## config.mk

```make
export PLATFORM = sky130hd
export DESIGN_NAME = mips_multicycle_ctrl
export DESIGN_NICKNAME = d
export VERILOG_FILES = /design/src/rtl/mips_multicycle_ctrl_pkg.sv /design/src/rtl/mips_multicycle_ctrl.sv
export SDC_FILE = /design/constraint.sdc
export NUM_CORES = 1
export LEC_CHECK = 0
export ABC_AREA = 1
export BUFFER_PORTS_ARGS = -buffer_cell sky130_fd_sc_hd__buf_2
export CAP_MARGIN = 15
export CORE_MARGIN = 1.5
export CORE_UTILIZATION = 54
export DETAILED_ROUTE_END_ITERATION = 8
export GPL_ROUTABILITY_DRIVEN = 0
export GPL_TIMING_DRIVEN = 0
export HOLD_SLACK_MARGIN = 0.1
export PLACE_DENSITY = 0.95
export SETUP_SLACK_MARGIN = 0.1
export SLEW_MARGIN = 40
export SYNTH_ARGS = -nofsm -noshare
export SYNTH_HDL_FRONTEND = slang
export SYNTH_SLANG_ARGS = --single-unit
```

## constraint.sdc

```tcl
create_clock -name clk -period 2 [get_ports clk]
set_input_delay 0.3 -clock clk [delete_from_list [all_inputs] [get_ports clk]]
set_output_delay 0.3 -clock clk [all_outputs]
set_load 0.02 [all_outputs]
```

## src/rtl/mips_multicycle_ctrl_pkg.sv

```systemverilog
// Shared encodings for the multi-cycle MIPS controller: states, opcodes and datapath select codes.
package mips_multicycle_ctrl_pkg;

   typedef enum logic [3:0] {
      S_FETCH  = 4'd0,
      S_DECODE = 4'd1,
      S_MEMADR = 4'd2,
      S_MEMRD  = 4'd3,
      S_MEMWB  = 4'd4,
      S_MEMWR  = 4'd5,
      S_EXEC   = 4'd6,
      S_ALUWB  = 4'd7,
      S_BRANCH = 4'd8,
      S_ADDIEX = 4'd9,
      S_ADDIWB = 4'd10,
      S_JUMP   = 4'd11,
      S_HALT   = 4'd15
   } state_e;

   localparam logic [5:0] OP_R    = 6'b000000;
   localparam logic [5:0] OP_LW   = 6'b100011;
   localparam logic [5:0] OP_SW   = 6'b101011;
   localparam logic [5:0] OP_BEQ  = 6'b000100;
   localparam logic [5:0] OP_ADDI = 6'b001000;
   localparam logic [5:0] OP_J    = 6'b000010;

   localparam logic [1:0] ALU_ADD   = 2'b00;
   localparam logic [1:0] ALU_SUB   = 2'b01;
   localparam logic [1:0] ALU_FUNCT = 2'b10;

   localparam logic [1:0] SRCB_B    = 2'b00;
   localparam logic [1:0] SRCB_4    = 2'b01;
   localparam logic [1:0] SRCB_SEXT = 2'b10;
   localparam logic [1:0] SRCB_SHL2 = 2'b11;

   localparam logic [1:0] PC_ALU    = 2'b00;
   localparam logic [1:0] PC_ALUOUT = 2'b01;
   localparam logic [1:0] PC_JUMP   = 2'b10;

endpackage

```

## src/rtl/mips_multicycle_ctrl.sv

```systemverilog
// Multi-cycle MIPS control FSM: decodes datapath controls from the state register,
// handshakes with shared memory, counts retired instructions and flags unknown opcodes.
module mips_multicycle_ctrl
   import mips_multicycle_ctrl_pkg::*;
#(
   parameter int CNT_W = 16
) (
   input  logic             clk,
   input  logic             res,
   input  logic             run,
   input  logic [5:0]       op,
   input  logic             zero,
   input  logic             mem_ack,
   output logic             mem_req,
   output logic             mem_we,
   output logic             iord,
   output logic             ir_write,
   output logic             reg_write,
   output logic             reg_dst,
   output logic             mem_to_reg,
   output logic             alu_src_a,
   output logic [1:0]       alu_src_b,
   output logic [1:0]       alu_op,
   output logic [1:0]       pc_src,
   output logic             pc_en,
   output logic             illegal,
   output logic [3:0]       state,
   output logic [CNT_W-1:0] instr_cnt
);

   state_e           state_q, state_d;
   logic [CNT_W-1:0] cnt_q, cnt_d;
   logic             illegal_q;
   logic             retire;

   always_ff @(posedge clk) begin
      if (res) begin
         state_q   <= S_FETCH;
         cnt_q     <= '0;
         illegal_q <= 1'b0;
      end else begin
         state_q <= state_d;
         if (retire)
            cnt_q <= cnt_d;
         if (state_d == S_HALT)
            illegal_q <= 1'b1;
      end
   end

   assign cnt_d = cnt_q + {{(CNT_W-1){1'b0}}, 1'b1};

   always_comb begin
      state_d = state_q;
      retire  = 1'b0;
      case (state_q)
         S_FETCH:  if (run && mem_ack) state_d = S_DECODE;
         S_DECODE: begin
            case (op)
               OP_LW, OP_SW: state_d = S_MEMADR;
               OP_R:         state_d = S_EXEC;
               OP_BEQ:       state_d = S_BRANCH;
               OP_ADDI:      state_d = S_ADDIEX;
               OP_J:         state_d = S_JUMP;
               default:      state_d = S_HALT;
            endcase
         end
         S_MEMADR: state_d = (op == OP_LW) ? S_MEMRD : S_MEMWR;
         S_MEMRD:  if (mem_ack) state_d = S_MEMWB;
         S_MEMWR: begin
            if (mem_ack) begin
               state_d = S_FETCH;
               retire  = 1'b1;
            end
         end
         S_EXEC:   state_d = S_ALUWB;
         S_ADDIEX: state_d = S_ADDIWB;
         S_MEMWB, S_ALUWB, S_BRANCH, S_ADDIWB, S_JUMP: begin
            state_d = S_FETCH;
            retire  = 1'b1;
         end
         S_HALT:   state_d = S_HALT;
         default:  state_d = S_HALT;
      endcase
   end

   always_comb begin
      mem_req    = 1'b0;
      mem_we     = 1'b0;
      iord       = 1'b0;
      ir_write   = 1'b0;
      reg_write  = 1'b0;
      reg_dst    = 1'b0;
      mem_to_reg = 1'b0;
      alu_src_a  = 1'b0;
      alu_src_b  = SRCB_B;
      alu_op     = ALU_ADD;
      pc_src     = PC_ALU;
      pc_en      = 1'b0;
      case (state_q)
         S_FETCH: begin
            // A held front panel keeps the bus idle; selects stay at zero too.
            if (run) begin
               mem_req   = 1'b1;
               alu_src_b = SRCB_4;
               ir_write  = mem_ack;
               pc_en     = mem_ack;
            end
         end
         S_DECODE: alu_src_b = SRCB_SHL2;
         S_MEMADR, S_ADDIEX: begin
            alu_src_a = 1'b1;
            alu_src_b = SRCB_SEXT;
         end
         S_MEMRD: begin
            mem_req = 1'b1;
            iord    = 1'b1;
         end
         S_MEMWB: begin
            reg_write  = 1'b1;
            mem_to_reg = 1'b1;
         end
         S_MEMWR: begin
            mem_req = 1'b1;
            mem_we  = 1'b1;
            iord    = 1'b1;
         end
         S_EXEC: begin
            alu_src_a = 1'b1;
            alu_op    = ALU_FUNCT;
         end
         S_ALUWB: begin
            reg_write = 1'b1;
            reg_dst   = 1'b1;
         end
         S_BRANCH: begin
            alu_src_a = 1'b1;
            alu_op    = ALU_SUB;
            pc_src    = PC_ALUOUT;
            pc_en     = zero;
         end
         S_ADDIWB: reg_write = 1'b1;
         S_JUMP: begin
            pc_src = PC_JUMP;
            pc_en  = 1'b1;
         end
         default: ;
      endcase
   end

   assign illegal   = illegal_q;
   assign state     = state_q;
   assign instr_cnt = cnt_q;

endmodule

```

# After elaboration in Yosys (flattened, before gate mapping)
# Index checks and enable logic that the tools add are counted.
# word_totals
ff_bits	21
latch_bits	0
ramBits	0
mem_bits_ro	0
input_bits	11
out_inout_bits	36
elab_cells	53
mem_count	0
# classes
addsub	1
multipliers	0
div	0
magnitude_cmp	0
n_eq_ne	17
shift	0
mux	23
n_bitwise	0
reduce_logical	9
# ops
operator	count
4-bit one-hot mux with 8 select lines	1
4-bit equality test (second input constant)	5
4-bit one-hot mux with 5 select lines	1
16-bit by 1-bit adder with 16-bit output (second input constant)	1
4-bit by 3-bit equality test with 1-bit output (second input constant)	4
6-bit equality test (second input constant)	2
4-bit 2-to-1 mux	3
1-bit 2-to-1 mux	11
4-bit by 2-bit equality test with 1-bit output (second input constant)	2
2-bit one-hot mux with 2 select lines	2
6-bit by 2-bit equality test with 1-bit output (second input constant)	1
6-bit by 3-bit equality test with 1-bit output (second input constant)	1
6-bit by 4-bit equality test with 1-bit output (second input constant)	1
6-bit zero test	1
2-bit one-hot mux with 3 select lines	1
2-bit OR reduction	3
5-bit OR reduction	1
4-bit by 1-bit equality test with 1-bit output (second input constant)	1
4-bit zero test	1
1-bit one-hot mux with 2 select lines	2
4-bit OR reduction	1
3-bit 2-to-1 mux	1
1-bit one-hot mux with 3 select lines	1
3-bit OR reduction	1
1-bit logical AND	1

# Logic depth before layout (Yosys ltp)
# Gate-level depths: netlist (run 1).
# logic_depth
word_depth	5
mapped_depth	11
depth_no_buf	11

# Worst setup path before layout (run 1)
# OpenSTA, ideal clock, no wires.
# synth_timing
path_type	flip-flop to output port
startpoint	register state_q[0], in the netlist state[0]
endpoint	output alu_src_b[0]
t_arrival_ns	1.250
required_ns	1.700
slack_ns	0.450
stages_incl_launch_ff	5
path_buffers	0
cell_sequence	dfxtp_1 -> inv_2 -> nor2_2 -> inv_1 -> o21ai_0
# synth_via
elab_chain_cells	3
word_cells_on_any_way	6
cone_classes	eq/ne (3); mux (1); reduce/logical (2)
# synth_lines
item	line	text
start, declared	mips_multicycle_ctrl.sv:31	state_e state_q, state_d;
start signal, assigned	mips_multicycle_ctrl.sv:42	state_q <= state_d;
4-bit by 2-bit equality test with 1-bit output / 4-bit equality test (equally long branches)	mips_multicycle_ctrl.sv:99	case (state_q)
2-bit OR reduction	n/a	
2-bit one-hot mux with 3 select lines *	mips_multicycle_ctrl.sv:99	
end, declared	mips_multicycle_ctrl.sv:22	output logic [1:0] alu_src_b,
# Every way passes the cells marked *; elsewhere a longest branch is shown, timed or not.

# Worst setup path in the final report (run 1)
# layout_timing
startpoint	register state_q[2], in the netlist state[2]
endpoint	output pc_en
# layout_via
elab_chain_cells	2
word_cells_on_any_way	4
cone_classes	eq/ne (2); mux (1); reduce/logical (1)
# layout_lines
item	line	text
4-bit equality test / 4-bit zero test (equally long branches)	mips_multicycle_ctrl.sv:99	
1-bit one-hot mux with 3 select lines *	mips_multicycle_ctrl.sv:99	
end, declared	mips_multicycle_ctrl.sv:25	output logic pc_en,
# Marked as above.

==> impl_metrics.py, run 1 <==
metrics = {
    "synth": {
        "netlist_instances": 233,
        "syn_nets": 245,
        "synth.distinct_cells": 29,
        "avgSynthCellArea_um2": 6.12,
        "ys_ff_latch": 21,
        "yosysWarningCount": 0,
        "synth_area_leaders": "dfxtp_1 (29%), nand2_1 (16%), nor2_1 (7.9%), inv_1 (6.8%), a21oi_1 (6.7%)",
        "synth_top_area_cell": "dfxtp_1",
        "seq_area_frac_synth_pct": 29.5,
        "synth_top_area_share_pct": 29.5,
        "syn_area_mm2": 0.00143,
    },
    "sta": {
        "period_share_pct": 89.5,
        "setup_tns_ns": 0,
        "setup_viol": 0,
        "worst_slack_ns": 0.209,
        "slew_violations": 0,
        "tightest_slew_ns": 0.482,
        "period_needed_ns": 1.79,
        "hold_violations": 0,
        "slew_headroom_pct": 67.9,
        "skew_ns": 0.000694,
        "max_freq_ghz": 0.558,
        "grt_setup_unrepaired": "false",
    },
    "finish": {
        "drive_gt1_share_pct": 24.7,
        "utilization_pct": 69.5,
        "layout_commonest_cell": "nand2_1",
        "fin_nets": 296,
        "finalInstanceArea_mm2": 0.00172,
        "final_cell_mix": "nand2_1 (61), buf_2 (47), nor2_1 (30)",
        "n_antenna_cell": 0,
        "area_delta_synth_final_pct": 20.7,
    },
    "floorplanning": {
        "die_w_um": 54.4,
        "die_area_mm2": 0.00296,
        "core_mm2": 0.00248,
        "start_util_pct": 57.6,
        "pin_count": 47,
        "row_count": 18,
        "die_h_um": 54.4,
    },
    "clock_tree": {
        "ctsLongestPathBuffers": 2,
        "numCtsBuffers": 3,
        "cts.repair.resized": 0,
        "numClockSinks": 21,
        "worstSkewPairLatency_ns": 0.31,
        "postCtsSetupRepairBufs": 0,
        "cts.htree.levels": 1,
        "cts_tree": "yes",
        "hold_buffers": 0,
        "root_buffer": "clkbuf_4",
        "clk_pin_slew_ns": 0.12,
    },
    "global_routing": {
        "track_usage_pct": 23.1,
        "antenna_found_initial": 0,
        "first_global_vias": 1200,
        "grt_max_degree": 13,
        "grt_first_pass_wirelength_um": 5040,
        "overflow": 0,
    },
    "setup_path": {
        "crit_slowest_cell": "dfxtp_1",
        "worstPathMaxFanout": 8,
        "required_ns": 1.70,
        "cp-start-kind": "flip-flop",
        "path_cells": "nor2_1 > nand4_1 > nand3_1 > buf_2",
        "ff2ff_path_depth": 11,
        "endpoint_kind": "primary output",
        "criticalPathCategory": "reg -> out",
        "cpPeakStageDelay_ns": 0.41,
        "cp.arrival_ns": 1.49,
    },
    "power_and_ir_drop": {
        "power_density_mw_per_mm2": 927,
        "p_sw_uw": 776,
        "p_comb_share_pct": 54.1,
        "finalPower_mw": 1.60,
        "vdd_ir_drop_max_mv": 0.648,
        "leakage_nw": 0.888,
        "pwr-share-clk_pct": 13.1,
        "p_int_uw": 820,
        "seqPwrFrac_pct": 32.8,
        "swShare_pct": 48.6,
    },
    "hold_path": {
        "hp-class": "in -> reg",
        "hold_depth": 2,
    },
    "detailed_routing": {
        "drc": 0,
        "drtPass1Iterations": 4,
        "viasPerCell": 5.18,
        "routed_wl_um": 3250,
        "dr.first_iter.drc_count": 44,
        "antenna_left": 0,
        "vias": 1622,
        "wire_per_inst_um": 10.4,
    },
    "placement": {
        "port_buffers": 46,
        "post_dp_cell_area_mm2": 0.00169,
        "preCtsSetupSlack_ns": 0.439,
        "dp_hpwl_um": 2560,
    },
    "status": {
        "run_status": "finished clean",
    },
    "flow_run": {
        "max-cap-violations": 0,
    },
}
-- worst max-delay path, delay by kind of cell (launching register included) --
| kind | cells | cell delay (ns) |
|---|---|---|
| buf+inv | 1 | 0.16 |
| flops | 1 | 0.41 |
| simple gates | 3 | 0.61 |
-- synthesized netlist by cell type --
master	instances
o21ai_1	3
nand2_2	4
clkbuf_1	1
o2111a_1	1
inv_2	7
nand3b_1	2
nor2_1	30
nor2_2	2
nor3_1	5
buf_4	1
buf_6	2
a21oi_2	2
nor3b_1	1
nand3_1	15
nand2_1	61
o21ai_0	8
xnor2_1	5
and3_1	1
xor2_1	3
a31oi_1	1
inv_1	26
nor3_2	1
ha_1	1
dfxtp_1	21
buf_2	1
a22oi_1	1
and2_1	1
a21oi_1	19
nand4_1	7
-- worst paths after layout --
kind | startpoint | to | slack, ns
setup / recovery | state[2] | pc_en | 0.21
hold / removal | res | instr_cnt[10] | 0.23
setup reg to reg | state[3] | instr_cnt[9] | 0.41
hold reg to reg | illegal | illegal | 0.46
-- per-layer routing --
| layer | routed length [um] | GRT usage (%) | vias to the layer above | part of all wire, % |
|---|---|---|---|---|
| met5 | 0 | 0 | - | 0 |
| met1 | 1540 | 30.5 | 721 | 47 |
| met2 | 1490 | 37.8 | 48 | 46 |
| met4 | 23 | 6.67 | 0 | 0.71 |
| met3 | 193 | 4.92 | 2 | 5.9 |
| li1 | - | - | 851 | - |
-- flip-flops by register name, summed over array words and instances, names as in the netlist --
register and flops:
illegal 1, state 4, instr_cnt 16
-- cell families (layout without fill, tap and decap cells) --
kind of cell               after synthesis  after routing  synth area share [%]
xor gates and xnor gates                 8              8                  4.91
AOI/OAI and AO/OA                       35             35                  13.5
adders and majority gates                1              1                 0.877
buffers and inverters                   38             88                  11.4
DFF                                     21             21                  29.5
and+or+nand+nor                        130            130                  39.8
-- stage by stage --
step | std cells | hold WS, ns
after CTS | 313 | 0.224
after global placement | 309 | 0.439
after floorplan | 233 | 0.369
after detailed placement | 309 | 0.445
final | 313 | 0.233
after global routing | 313 | 0.243
-- power by group through the flow --
stage,Clock (mW),Combinational (mW),Sequential (mW)
after floorplan,0,0.588,0.567
after global routing,0.221,0.950,0.531
after global placement,0,0.850,0.532
final,0.209,0.864,0.523
after CTS,0.213,0.866,0.522
after detailed placement,0,0.865,0.532
-- area by class of cell --
| type | instances | area [um^2] |
|---|---|---|
| clock buffer | 3 | 22.5 |
| multi-input combinational | 174 | 843 |
| buffer | 5 | 38.8 |
| sequential | 21 | 420 |
| fill | 232 | 756 |
| inverter | 33 | 124 |
| clock inverter | 1 | 5.00 |
| tap | 30 | 37.5 |
| timing repair buffer | 46 | 230 |
Power figures use the tool's default switching activity.
==> run 2, diff against run 1 <==
ABC_AREA = not set   (was 1)
CORE_UTILIZATION = 53   (was 54)
PLACE_DENSITY = 0.94   (was 0.95)
==> impl_metrics.py, run 2 <==
metrics = {
    "hold_path": {
        "hp-class": "in -> reg",
    },
    "synth": {
        "syn_area_mm2": 0.00132,
        "synth_flop_cell": "dfxtp_1",
        "avgSynthCellArea_um2": 7.69,
        "seq_area_frac_synth_pct": 32.0,
        "synth_common_cells": "dfxtp_1 (21), nor2_1 (18), a21oi_1 (15), nand2_1 (14), o21ai_0 (13)",
        "syn_nets": 183,
        "ys_ff_latch": 21,
        "synth_area_leaders": "dfxtp_1 (32%), a21oi_1 (5.7%), nor2_1 (5.1%), o21ai_0 (4.9%), nand2_1 (4.0%)",
        "yosysMostFrequentCell": "dfxtp_1",
        "yosysWarningCount": 0,
        "synth_edf_count": 0,
        "synthArstFlopShare_pct": 0,
        "synth_top_area_cell": "dfxtp_1",
        "synth_top_area_share_pct": 32.0,
        "netlist_instances": 171,
        "synth.distinct_cells": 41,
    },
    "detailed_routing": {
        "dr.first_iter.drc_count": 79,
        "vias": 1615,
        "drc": 0,
        "viasPerCell": 6.16,
        "antenna_left": 0,
        "routed_wl_um": 4150,
        "drtPass1Iterations": 5,
        "wire_per_inst_um": 15.8,
    },
    "global_routing": {
        "use_met2_pct": 40.8,
        "busiest_layer": "met2",
        "grt_first_pass_wirelength_um": 5220,
        "met3_usage_pct": 6.29,
        "track_usage_pct": 24.7,
        "antenna_found_initial": 0,
        "overflow": 0,
        "first_global_vias": 1227,
        "met1_usage_pct": 32.5,
        "grt_max_degree": 12,
    },
    "setup_path": {
        "r2r_slack_ns": 0.04,
        "crit_family": "simple AND/OR/NAND/NOR gates",
        "ff2ff_path_depth": 8,
        "criticalPathCategory": "reg -> reg",
        "worst-path-buf-inv": 3,
        "crit_slowest_cell": "or3_1",
        "r2r_end": "instr_cnt[8]",
        "required_ns": 2.24,
        "cp_num_cells": 8,
        "path_cells": "buf_4 > nor2b_1 > buf_6 > a21oi_4 > nand4_1 > buf_4 > or3_1 > a21oi_1",
        "setup.worst_path.end": "instr_cnt[8]",
        "cp.arrival_ns": 2.19,
        "cp-start-kind": "flip-flop",
        "worstPathMaxFanout": 10,
        "reg2reg_from": "state[1]",
        "endpoint_kind": "flip-flop",
        "path_common_cell": "buf_4",
        "cpPeakStageDelay_ns": 0.37,
        "critical_path.startpoint": "state[1]",
    },
    "clock_tree": {
        "clk_pin_slew_ns": 0.12,
        "hold_buffers": 0,
        "worstSkewPairLatency_ns": 0.31,
        "ctsLongestPathBuffers": 2,
        "root_buffer": "clkbuf_4",
        "cts_tree": "yes",
        "numClockSinks": 21,
        "numCtsBuffers": 3,
        "cts.htree.levels": 1,
    },
    "sta": {
        "hold_violations": 0,
        "setup_viol": 0,
        "skew_ns": 0.00565,
        "tightest_slew_ns": 0.495,
        "grt_setup_unrepaired": "true",
        "slew_headroom_pct": 67.0,
        "max_freq_ghz": 0.511,
        "period_share_pct": 97.9,
        "period_needed_ns": 1.96,
        "setup_tns_ns": 0,
        "slew_violations": 0,
    },
    "power_and_ir_drop": {
        "power_density_mw_per_mm2": 1250,
        "leakage_nw": 0.780,
        "vdd_ir_drop_max_mv": 1.05,
    },
    "placement": {
        "dp_hpwl_um": 2380,
        "port_buffers": 46,
        "dp_cells": 245,
    },
    "finish": {
        "area_delta_synth_final_pct": 40.5,
        "largest_reg_flops": 16,
        "instances_no_fill": 262,
        "n_antenna_cell": 0,
        "fin_nets": 247,
        "layout_commonest_cell": "buf_2",
        "final_cell_mix": "buf_2 (45), dfxtp_1 (18), buf_4 (15), nor2_1 (15), a21oi_1 (15)",
        "drive_gt1_share_pct": 37.2,
    },
    "floorplanning": {
        "die_area_mm2": 0.00279,
        "row_count": 17,
        "pin_count": 47,
        "start_util_pct": 57.8,
        "die_w_um": 52.8,
        "die_h_um": 52.8,
        "core_mm2": 0.00228,
    },
    "flow_run": {
        "max-cap-violations": 0,
    },
    "status": {
        "run_status": "finished clean",
    },
}
[run 2: changes by cell type after synthesis, sizes merged, moves of 5 or more]
| cell | delta |
|---|---|
| nand2 | -51 |
| a21oi | -5 |
| or3 | +8 |
| nor2 | -14 |
| inv | -28 |
| nand3 | -7 |
| or4 | +5 |
[run 2: final cells by class]
type,count,area (um^2)
Multi-Input combinational cell,135,876
Sequential cell,21,429
Fill cell,144,428
Timing Repair Buffer,58,362
Buffer,11,101
Tap cell,28,35.0
Clock buffer,4,26.3
Inverter,5,18.8
[run 2: timing repair]
action,CTS,global route
pin swaps,1,7
buffers inserted,0,10
setup endpoints to repair,15,11
resized for setup,18,15
cloned,0,3
[run 2: cells by family (layout without fill, tap and decap cells)]
kind of cell | count (synthesis) | in the layout | share of synthesized area [%]
compound gates | 45 | 45 | 22.2
xor+xnor | 7 | 7 | 4.66
fa+ha+maj | 1 | 1 | 0.951
buf+inv | 16 | 78 | 5.71
flops | 21 | 21 | 32.0
mux | 1 | 1 | 0.761
simple gates | 80 | 81 | 33.8
[run 2: worst min path at each step]
stage | start | endpoint | depth (start not counted)
after global routing | res | state[3] | 2
after global placement | illegal | illegal | 2
after floorplan | res | state[3] | 1
after detailed placement | illegal | illegal | 2
after CTS | res | state[3] | 2
final | res | state[3] | 2
[run 2: report_power, final]
| part | internal [mW] | switching [mW] |
|---|---|---|
| Clock | 0.0780 | 0.133 |
| Sequential | 0.480 | 0.0695 |
| Combinational | 0.680 | 0.878 |
[run 2: layer usage]
metal / wire length [um] / part of all wire [%] / vias up
li1: - / - / 765
met1: 1730 / 42 / 753
met2: 2010 / 48 / 85
met3: 338 / 8.2 / 12
met4: 68 / 1.6 / 0
met5: 0 / 0 / -
[run 2: through the flow]
step	total power [mW]	util [%]	worst slack, ns	hold slack [ns]	cell area [um^2]
after floorplan	1.36	-	0.0463	0.381	1340
after global placement	1.61	70.6	0.134	0.457	1610
after detailed placement	1.64	70.6	0.0996	0.467	1610
after CTS	1.93	73.8	0.105	0.160	1680
after global routing	2.42	81.2	0.0279	0.144	1850
final	2.32	81.2	0.0419	0.158	1850
